[src/rtl/regfile_pkg.sv]
// Shared constants and helpers for the multi-port register file, the decoder and the hazard unit.
package regfile_pkg;

    localparam int DEF_DATA_W = 32;
    localparam int DEF_NREGS  = 32;

    // Low bit index of port `port` inside a flat bus of `w`-bit lanes.
    function automatic int slice_lo(input int port, input int w);
        return port * w;
    endfunction

endpackage

[src/rtl/regfile_mp_if.sv]
// Decode/writeback bus of the register file: write ports, read ports and issue/scoreboard signals.
interface regfile_mp_if
    import regfile_pkg::*;
#(
    parameter int DATA_W = DEF_DATA_W,
    parameter int NREGS  = DEF_NREGS,
    parameter int NRD    = 2,
    parameter int NWR    = 2
);
    localparam int AW = $clog2(NREGS);
    localparam int CW = $clog2(NREGS + 1);

    logic [NWR-1:0]        we;
    logic [NWR*AW-1:0]     wa;
    logic [NWR*DATA_W-1:0] wd;
    logic [NRD*AW-1:0]     ra;
    logic [NRD*DATA_W-1:0] rd;
    logic [NRD-1:0]        rd_busy;
    logic                  iss_v;
    logic [AW-1:0]         iss_rd;
    logic [CW-1:0]         busy_cnt;

    modport master (
        output we, wa, wd, ra, iss_v, iss_rd,
        input  rd, rd_busy, busy_cnt
    );

    modport slave (
        input  we, wa, wd, ra, iss_v, iss_rd,
        output rd, rd_busy, busy_cnt
    );

endinterface

[src/rtl/regfile_scoreboard.sv]
// Pending-destination tracker: busy bit per register, set on issue, cleared on writeback.
module regfile_scoreboard
    import regfile_pkg::*;
#(
    parameter int NREGS  = DEF_NREGS,
    parameter int NRD    = 2,
    parameter int NWR    = 2,
    parameter int BYPASS = 1,
    localparam int AW    = $clog2(NREGS),
    localparam int CW    = $clog2(NREGS + 1)
) (
    input  logic              clk,
    input  logic              rst_n,
    input  logic [NWR-1:0]    we,
    input  logic [NWR*AW-1:0] wa,
    input  logic              iss_v,
    input  logic [AW-1:0]     iss_rd,
    input  logic [NRD*AW-1:0] ra,
    output logic [NRD-1:0]    rd_busy,
    output logic [CW-1:0]     busy_cnt
);

    logic [NREGS-1:0] busy;
    logic [NREGS-1:0] busy_nxt;
    logic [CW-1:0]    cnt_nxt;
    logic [AW-1:0]    wa_a [NWR];
    logic [AW-1:0]    ra_a [NRD];

    for (genvar k = 0; k < NWR; k++) begin : g_wa
        assign wa_a[k] = wa[slice_lo(k, AW) +: AW];
    end

    for (genvar j = 0; j < NRD; j++) begin : g_ra
        assign ra_a[j] = ra[slice_lo(j, AW) +: AW];
    end

    // Clears first, then the issue set, so a re-issued destination stays pending.
    always_comb begin
        busy_nxt = busy;
        for (int k = 0; k < NWR; k++) begin
            if (we[k]) busy_nxt[wa_a[k]] = 1'b0;
        end
        if (iss_v) busy_nxt[iss_rd] = 1'b1;
        busy_nxt[0] = 1'b0;
    end

    always_comb begin
        cnt_nxt = '0;
        for (int i = 0; i < NREGS; i++) begin
            cnt_nxt = cnt_nxt + CW'(busy_nxt[i]);
        end
    end

    always_ff @(posedge clk) begin
        if (!rst_n) begin
            busy     <= '0;
            busy_cnt <= '0;
        end else begin
            busy     <= busy_nxt;
            busy_cnt <= cnt_nxt;
        end
    end

    // A same-cycle writeback hides the busy flag when its data is being bypassed.
    always_comb begin
        rd_busy = '0;
        for (int j = 0; j < NRD; j++) begin
            rd_busy[j] = busy[ra_a[j]];
            if (BYPASS != 0) begin
                for (int k = 0; k < NWR; k++) begin
                    if (we[k] && wa_a[k] == ra_a[j]) rd_busy[j] = 1'b0;
                end
            end
            if (ra_a[j] == '0) rd_busy[j] = 1'b0;
        end
    end

endmodule

[src/rtl/regfile_mp.sv]
// Parametrised NRD-read / NWR-write register file with r0 hardwired to zero and an issue scoreboard.
module regfile_mp
    import regfile_pkg::*;
#(
    parameter int DATA_W = DEF_DATA_W,
    parameter int NREGS  = DEF_NREGS,
    parameter int NRD    = 2,
    parameter int NWR    = 2,
    parameter int BYPASS = 1
) (
    input logic         clk,
    input logic         rst_n,
    regfile_mp_if.slave bus
);

    localparam int AW = $clog2(NREGS);

    logic [DATA_W-1:0] mem  [NREGS];
    logic [AW-1:0]     wa_a [NWR];
    logic [DATA_W-1:0] wd_a [NWR];
    logic [AW-1:0]     ra_a [NRD];
    logic [DATA_W-1:0] rd_a [NRD];

    for (genvar k = 0; k < NWR; k++) begin : g_wr
        assign wa_a[k] = bus.wa[slice_lo(k, AW) +: AW];
        assign wd_a[k] = bus.wd[slice_lo(k, DATA_W) +: DATA_W];
    end

    for (genvar j = 0; j < NRD; j++) begin : g_rd
        assign ra_a[j] = bus.ra[slice_lo(j, AW) +: AW];
        assign bus.rd[slice_lo(j, DATA_W) +: DATA_W] = rd_a[j];
    end

    // Ascending port loop: the last non-blocking write, i.e. the highest port, wins a collision.
    always_ff @(posedge clk) begin
        if (!rst_n) begin
            for (int i = 0; i < NREGS; i++) mem[i] <= '0;
        end else begin
            for (int k = 0; k < NWR; k++) begin
                if (bus.we[k] && wa_a[k] != '0) mem[wa_a[k]] <= wd_a[k];
            end
        end
    end

    always_comb begin
        for (int j = 0; j < NRD; j++) begin
            rd_a[j] = mem[ra_a[j]];
            if (BYPASS != 0) begin
                for (int k = 0; k < NWR; k++) begin
                    if (bus.we[k] && wa_a[k] == ra_a[j]) rd_a[j] = wd_a[k];
                end
            end
            if (ra_a[j] == '0) rd_a[j] = '0;
        end
    end

    regfile_scoreboard #(
        .NREGS  (NREGS),
        .NRD    (NRD),
        .NWR    (NWR),
        .BYPASS (BYPASS)
    ) u_sb (
        .clk      (clk),
        .rst_n    (rst_n),
        .we       (bus.we),
        .wa       (bus.wa),
        .iss_v    (bus.iss_v),
        .iss_rd   (bus.iss_rd),
        .ra       (bus.ra),
        .rd_busy  (bus.rd_busy),
        .busy_cnt (bus.busy_cnt)
    );

endmodule

[src/flat_wrapper.sv]
// flat-port wrapper written by rule: the top's interface ports become plain ports
module regfile_mp_flat import regfile_pkg::*;
#(
    parameter int DATA_W = DEF_DATA_W,
    parameter int NREGS  = DEF_NREGS,
    parameter int NRD    = 2,
    parameter int NWR    = 2,
    parameter int BYPASS = 1
)
  (clk, rst_n, bus_we, bus_wa, bus_wd, bus_ra, bus_iss_v, bus_iss_rd, bus_rd, bus_rd_busy, bus_busy_cnt);
  regfile_mp_if #(.DATA_W(DATA_W), .NREGS(NREGS), .NRD(NRD), .NWR(NWR)) bus_i ();
  input logic clk;
  input logic rst_n;
  input wire logic [$bits(bus_i.we)-1:0] bus_we;
  input wire logic [$bits(bus_i.wa)-1:0] bus_wa;
  input wire logic [$bits(bus_i.wd)-1:0] bus_wd;
  input wire logic [$bits(bus_i.ra)-1:0] bus_ra;
  input wire logic [$bits(bus_i.iss_v)-1:0] bus_iss_v;
  input wire logic [$bits(bus_i.iss_rd)-1:0] bus_iss_rd;
  output wire logic [$bits(bus_i.rd)-1:0] bus_rd;
  output wire logic [$bits(bus_i.rd_busy)-1:0] bus_rd_busy;
  output wire logic [$bits(bus_i.busy_cnt)-1:0] bus_busy_cnt;
  assign bus_i.we = bus_we;
  assign bus_i.wa = bus_wa;
  assign bus_i.wd = bus_wd;
  assign bus_i.ra = bus_ra;
  assign bus_i.iss_v = bus_iss_v;
  assign bus_i.iss_rd = bus_iss_rd;
  assign bus_rd = bus_i.rd;
  assign bus_rd_busy = bus_i.rd_busy;
  assign bus_busy_cnt = bus_i.busy_cnt;
  regfile_mp #(.DATA_W(DATA_W), .NREGS(NREGS), .NRD(NRD), .NWR(NWR), .BYPASS(BYPASS)) u_core (.clk(clk), .rst_n(rst_n), .bus(bus_i));
endmodule
[config.mk]
export PLATFORM = sky130hd
export DESIGN_NAME = regfile_mp_flat
export DESIGN_NICKNAME = d
export VERILOG_FILES = /design/src/rtl/regfile_pkg.sv /design/src/rtl/regfile_mp_if.sv /design/src/rtl/regfile_scoreboard.sv /design/src/rtl/regfile_mp.sv /design/src/flat_wrapper.sv
export SDC_FILE = /design/constraint.sdc
export NUM_CORES = 2
export LEC_CHECK = 0
export ABC_CLOCK_PERIOD_IN_PS = 12100
export CORE_ASPECT_RATIO = 0.8
export CORE_MARGIN = 2
export CORE_UTILIZATION = 40
export DETAILED_ROUTE_END_ITERATION = 16
export PLACE_DENSITY = 0.61
export SYNTH_ARGS = -nofsm -noshare
export SYNTH_HDL_FRONTEND = slang
export SYNTH_SLANG_ARGS = --single-unit
[constraint.sdc]
create_clock -name clk -period 12.1 [get_ports clk]
set_clock_uncertainty 0.05 [all_clocks]
set_input_delay 1.815 -clock clk [delete_from_list [all_inputs] [get_ports clk]]
set_output_delay 1.815 -clock clk [all_outputs]
set_load 0.05 [all_outputs]
Word level (Yosys, flattened, before mapping)

Memory sizes are Yosys's and may differ from the RTL's.
Index checks and enable logic that the tools add are counted.

Register bits: 38
Latch bits: 0
Bits in writable memories: 1024
ROM bits: 0
Input bits: 94
Logic and storage cells: 104
Memories kept: 1

Memory list:

| name       | words | width | read ports | clocked after Yosys merged registers in | wr ports | RTL line         | text |
|---|---|---|---|---|---|---|---|
| u_core.mem | 32    | 32    | 2          | 0                                       | 32       | regfile_mp.sv:18 | `logic [DATA_W-1:0] mem [NREGS];` |

Add/sub/neg operators: 30
$mul: 0
Divide/modulo/power cells: 0
Magnitude comparators: 8
Equality and inequality tests: 4
Shifts and indexed selects: 0
Multiplexer cells: 38
Bitwise operators: 5
Reductions and logical operators: 15

Operators by type and width:

| kind                 | number |
|---|---|
| $mux W32             | 11 |
| $add A6 B1 Y6        | 25 |
| $and A32 B32 Y32     | 2 |
| $not A32 Y32         | 2 |
| $reduce_or A32 Y1    | 2 |
| $or A32 B32 Y32      | 1 |
| $lt A5 B6 Y1 const B | 5 |
| $eq A5 B5 Y1         | 4 |
| $mux W1              | 20 |
| $demux W1 S5         | 3 |
| $ge A5 B1 Y1 const B | 3 |
| $bmux W1 S5          | 2 |
| $logic_not A5 Y1     | 2 |
| $mux W5              | 2 |
| $reduce_bool A5 Y1   | 2 |
| $logic_and A1 B1 Y1  | 9 |
| $add A5 B1 Y6        | 1 |
| $add A4 B1 Y5        | 1 |
| $add A3 B1 Y4        | 1 |
| $add A2 B1 Y3        | 1 |
| $add A1 B1 Y2        | 1 |

Depth between registers and ports, before layout

Depth after elaboration: 41
Gate-level depth with buffers: 21

By module

From an unflattened synthesis, not the netlist that was laid out.

Cell total of the unflattened synthesis: 4478
Area total of the unflattened synthesis: 63168.1 um^2

By module, submodules not included:

| module             | instances | cells an instance | area each (um^2) | sequential area each (um^2) |
|---|---|---|---|---|
| regfile_mp         | 1         | 4127              | 59678.5          | 30749.5 |
| regfile_scoreboard | 1         | 351               | 3489.6           | 740.7 |

Least setup slack after synthesis

Ideal clock, no wire load.

Path kind: input to register
From: in bus_we[1]
To: reg u_core.u_sb.busy_cnt[4]
Data arrival time: 7.243 ns
Data required time: 11.922 ns
Slack: 4.679 ns
Stages on the path: 19
Buffers on the path: 1
Cells stage by stage: clkbuf_1 > nor3b_1 > a22oi_1 > a22oi_1 > fa_1 > fa_1 > fa_1 > inv_1 > fa_1 > fa_1 > fa_1 > fa_1 > inv_1 > fa_1 > inv_1 > a21o_1 > a21oi_1 > xor2_1 > nor2_1

Longest elaborated chain between the ends: 33

RTL lines:

| item                         | RTL line                 | text |
|---|---|---|
| from (decl)                  | flat_wrapper.sv:14       | `input wire logic [$bits(bus_i.we)-1:0] bus_we;` |
| $mux W32 *                   | regfile_scoreboard.sv:41 | `if (we[k]) busy_nxt[wa_a[k]] = 1'b0;` |
| $or A32 B32 Y32 (no line)    | n/a                      |  |
| $mux W32 *                   | regfile_scoreboard.sv:43 | `if (iss_v) busy_nxt[iss_rd] = 1'b1;` |
| $add A1 B1 Y2                | regfile_scoreboard.sv:50 | `cnt_nxt = cnt_nxt + CW'(busy_nxt[i]);` |
| $add A2 B1 Y3                | regfile_scoreboard.sv:50 |  |
| $add A3 B1 Y4                | regfile_scoreboard.sv:50 |  |
| $add A4 B1 Y5                | regfile_scoreboard.sv:50 |  |
| $add A5 B1 Y6                | regfile_scoreboard.sv:50 |  |
| $add A6 B1 Y6 (24 in series) | regfile_scoreboard.sv:50 |  |
| $add A6 B1 Y6 *              | regfile_scoreboard.sv:50 |  |
| to (signal assigned)         | regfile_scoreboard.sv:60 | `busy_cnt <= cnt_nxt;` |
| to (decl)                    | regfile_scoreboard.sv:20 | `output logic [CW-1:0] busy_cnt` |

Mark *: on every way between the ends. The rest lies on a longest branch, timed or not.
A chain may end at the register's enable or synchronous reset.

Final worst setup path

From: in bus_ra[9]
To: out bus_rd[42]

Longest elaborated chain between the ends: 5

RTL lines:

| item                                                                    | RTL line           | text |
|---|---|---|
| from (decl)                                                             | flat_wrapper.sv:17 | `input wire logic [$bits(bus_i.ra)-1:0] bus_ra;` |
| parallel branches: the longest is 4 deep, another holds $mem_v2 Z32 W32 | n/a                |  |
| $mux W32 *                                                              | regfile_mp.sv:53   | `if (ra_a[j] == '0) rd_a[j] = '0;` |
| to (decl)                                                               | flat_wrapper.sv:20 | `output wire logic [$bits(bus_i.rd)-1:0] bus_rd;` |

Every way passes the cells marked *.

==> metrics.txt <==
final setup fails 0; FF-to-FF setup slack 6.84 ns; metal2 WL 112 mm; Worst Hold Path Cells 2; hold worst-path end u_core.u_sb.busy[27]; H-tree Lvls 3; Reg power frac 45.9%; cell area after synthesis 62400 um^2; vias in the first global route 46300; CP max FO 32; I/O pin count 166; Seq cells post-synth 1061; Routed met3 length 37.0 mm; Final Hold Vio Count 0; area of the multi-input gates 28500 um^2; Worst Path Required 10.23 ns; later-pin clock latency in the skew report 0.77 ns; Reg clk slew, reported paths 0.06 ns; DR top layer met5; CP Class in2out; placed cell area 65900 um^2; gpl congestion 0.942; Sw Ratio 28.3%; P_sw 2.68 mW; total of fill cells in the finished design 13400; yosys warns 0; clock network fraction of total power 37.7%; via count 47500; commonest cells after routing, fill and taps aside a22o_1, edfxtp_1, mux4_2, mux2i_1, buf_4; worst setup path startpoint bus_ra[9]; Logic pwr share 16.3%; fmax 117 MHz; r2r worst-path depth 16; post-synthesis sequential area ratio 50.5%; Area growth, synth to finish 11.7%; TritonCTS clock tree done; synth unique cells 62; Max Cap Viol 0; area share of the largest cell type after synthesis 49.3%; buffers added on ports 165; layout cells sized above 1 22.5%; total gr overflow 0; Initial DRC Count 7708; area leader, netlist edfxtp_1; Final Max Tran Viols 0; CTS sink count 1061; VDD IR max 0.000132 V; setup_tns 0 ns; Core Rows 129; Cells after Synth 4401; Crit path arrival time 6.70 ns; post-route ant nets 0; wire per inst 40.6 um; number of antenna violations at the first check in global routing 7; Main synth FF type edfxtp_1; fin nets 4339; Post-synth ARST share 0%; Internal Pwr Total 6.79 mW; FF-to-FF End u_core.u_sb.busy_cnt[4]; status completed; die area 159000 um^2; number of synthesized flops with an enable pin 1024; Hold Crit Class reg2reg; Sequential cell area 31500 um^2; drt pass-1 iters 6; WL met1 93.5 mm; Die Y 357 um; final instance area 69700 um^2; overall power 9.47 mW; Post-CTS Setup Inserts 0; DRC viols 0; Synth area leaders edfxtp_1, a22o_1, mux4_2; GRT Resource Usage Total 31.7%; final period utilization 70.8%; CTS Buf Count 117; root buffer cell clkbuf_16; Hold Path Origin u_core.u_sb.busy[27]; first-pass GRT wire length 358 mm; post_cts resized 0; Pwr Density 136 nW/um^2; Die Span X 445 um; Post-Route WL 257 mm; critical path startpoint category input port; syn_area_per_cell 14.2 um^2; largest net degree at the start of global routing 101; Clock Path Buffers 3; starting density of the core 40.3%; Rel. slew slack 8.46%; RSZ-0062 raised after global routing false; hold_buf cts 0; leakage power 23.7 nW; most common cell after layout, fill and taps aside a22o_1; Worst Tran Pin Value 1.37 ns; CP Capture Type output port; fin crit period 8.57 ns; core area 155000 um^2; DPL Wire Length 139 mm; Via density 7.48; reg2reg start u_core.u_sb.busy[2]
-- synthesized netlist by cell type (56+ instances only) --
cell type and count:
mux2i_1 234, a211oi_1 63, a22o_1 1065, edfxtp_1 1024
nor4_1 56, nor2_1 89, nand2_1 84, clkbuf_1 492
buf_1 85, a221o_1 61, mux2_2 82, buf_2 99
mux4_2 405, o221ai_1 97
-- final cells by class --
class	count	share of cell area, %
Clock inverter	78	0.963
Multi-Input combinational cell	2632	40.9
Sequential cell	1061	45.2
Inverter	28	0.151
Timing Repair Buffer	375	4.76
Antenna cell	2	0.00719
Tap cell	2030	3.65
Clock buffer	138	4.36
-- critical path, cell delays in order --
cell and delay [ns]:
buf_2 0.49, buf_4 0.48, or3b_4 0.74, buf_4 0.65, o221ai_1 0.23, a211oi_1 1.05
nor4_1 0.10, a221o_1 0.35, clkdlybuf4s50_1 0.71
-- power by group through the flow --
| stage | sequential, mW | combinational [mW] | clock (mW) |
|---|---|---|---|
| floorplan | 4.39 | 0.940 | 0 |
| global placement | 4.40 | 1.48 | 0 |
| detailed placement | 4.42 | 1.49 | 0 |
| CTS | 4.34 | 1.49 | 3.57 |
| global route | 4.37 | 1.58 | 3.72 |
| finish | 4.35 | 1.55 | 3.57 |
-- cells by family (layout without fill, tap and decap cells) --
family	Yosys count	count (layout)	synth area share [%]
muxes	721	721	19.9
and+or+nand+nor	363	363	3.14
AOI/OAI and AO/OA	1464	1464	20.4
other	1	34	0.00601
buffers and inverters	739	619	4.90
DFF	1061	1061	50.5
adders and majority gates	30	30	0.879
xor gates and xnor gates	22	22	0.309
-- sequential cells by signal, summed over array words and instances (netlist names) --
register,flops
u_core.mem,1024
u_core.u_sb.busy,31
u_core.u_sb.busy_cnt,6
-- per-stage QoR --
stage	std cells	setup WS (ns)	util, %	hold WS (ns)
floorplan	4432	4.68	-	0.475
global placement	6126	3.43	42.6	0.535
detailed placement	6126	3.41	42.6	0.552
CTS	6342	4.05	45.0	0.566
global route	6342	3.73	45.0	0.602
finish	6344	3.53	45.0	0.571
-- per-layer routing --
layer / vias to the layer above / GRT usage [%]
li1: 18200 / -
met1: 24300 / 41.6
met2: 4183 / 47.1
met3: 811 / 10.3
met4: 2 / 16.3
met5: - / 0
-- worst max-delay path by stage --
stage,to,slack [ns],depth (start not counted)
finish,bus_rd[42],3.53,9
global route,u_core.u_sb.busy_cnt[4],3.73,20
CTS,bus_rd[42],4.05,9
detailed placement,u_core.u_sb.busy_cnt[4],3.41,20
global placement,u_core.u_sb.busy_cnt[4],3.43,20
floorplan,u_core.u_sb.busy_cnt[4],4.68,19
Power figures use the tool's default switching activity.
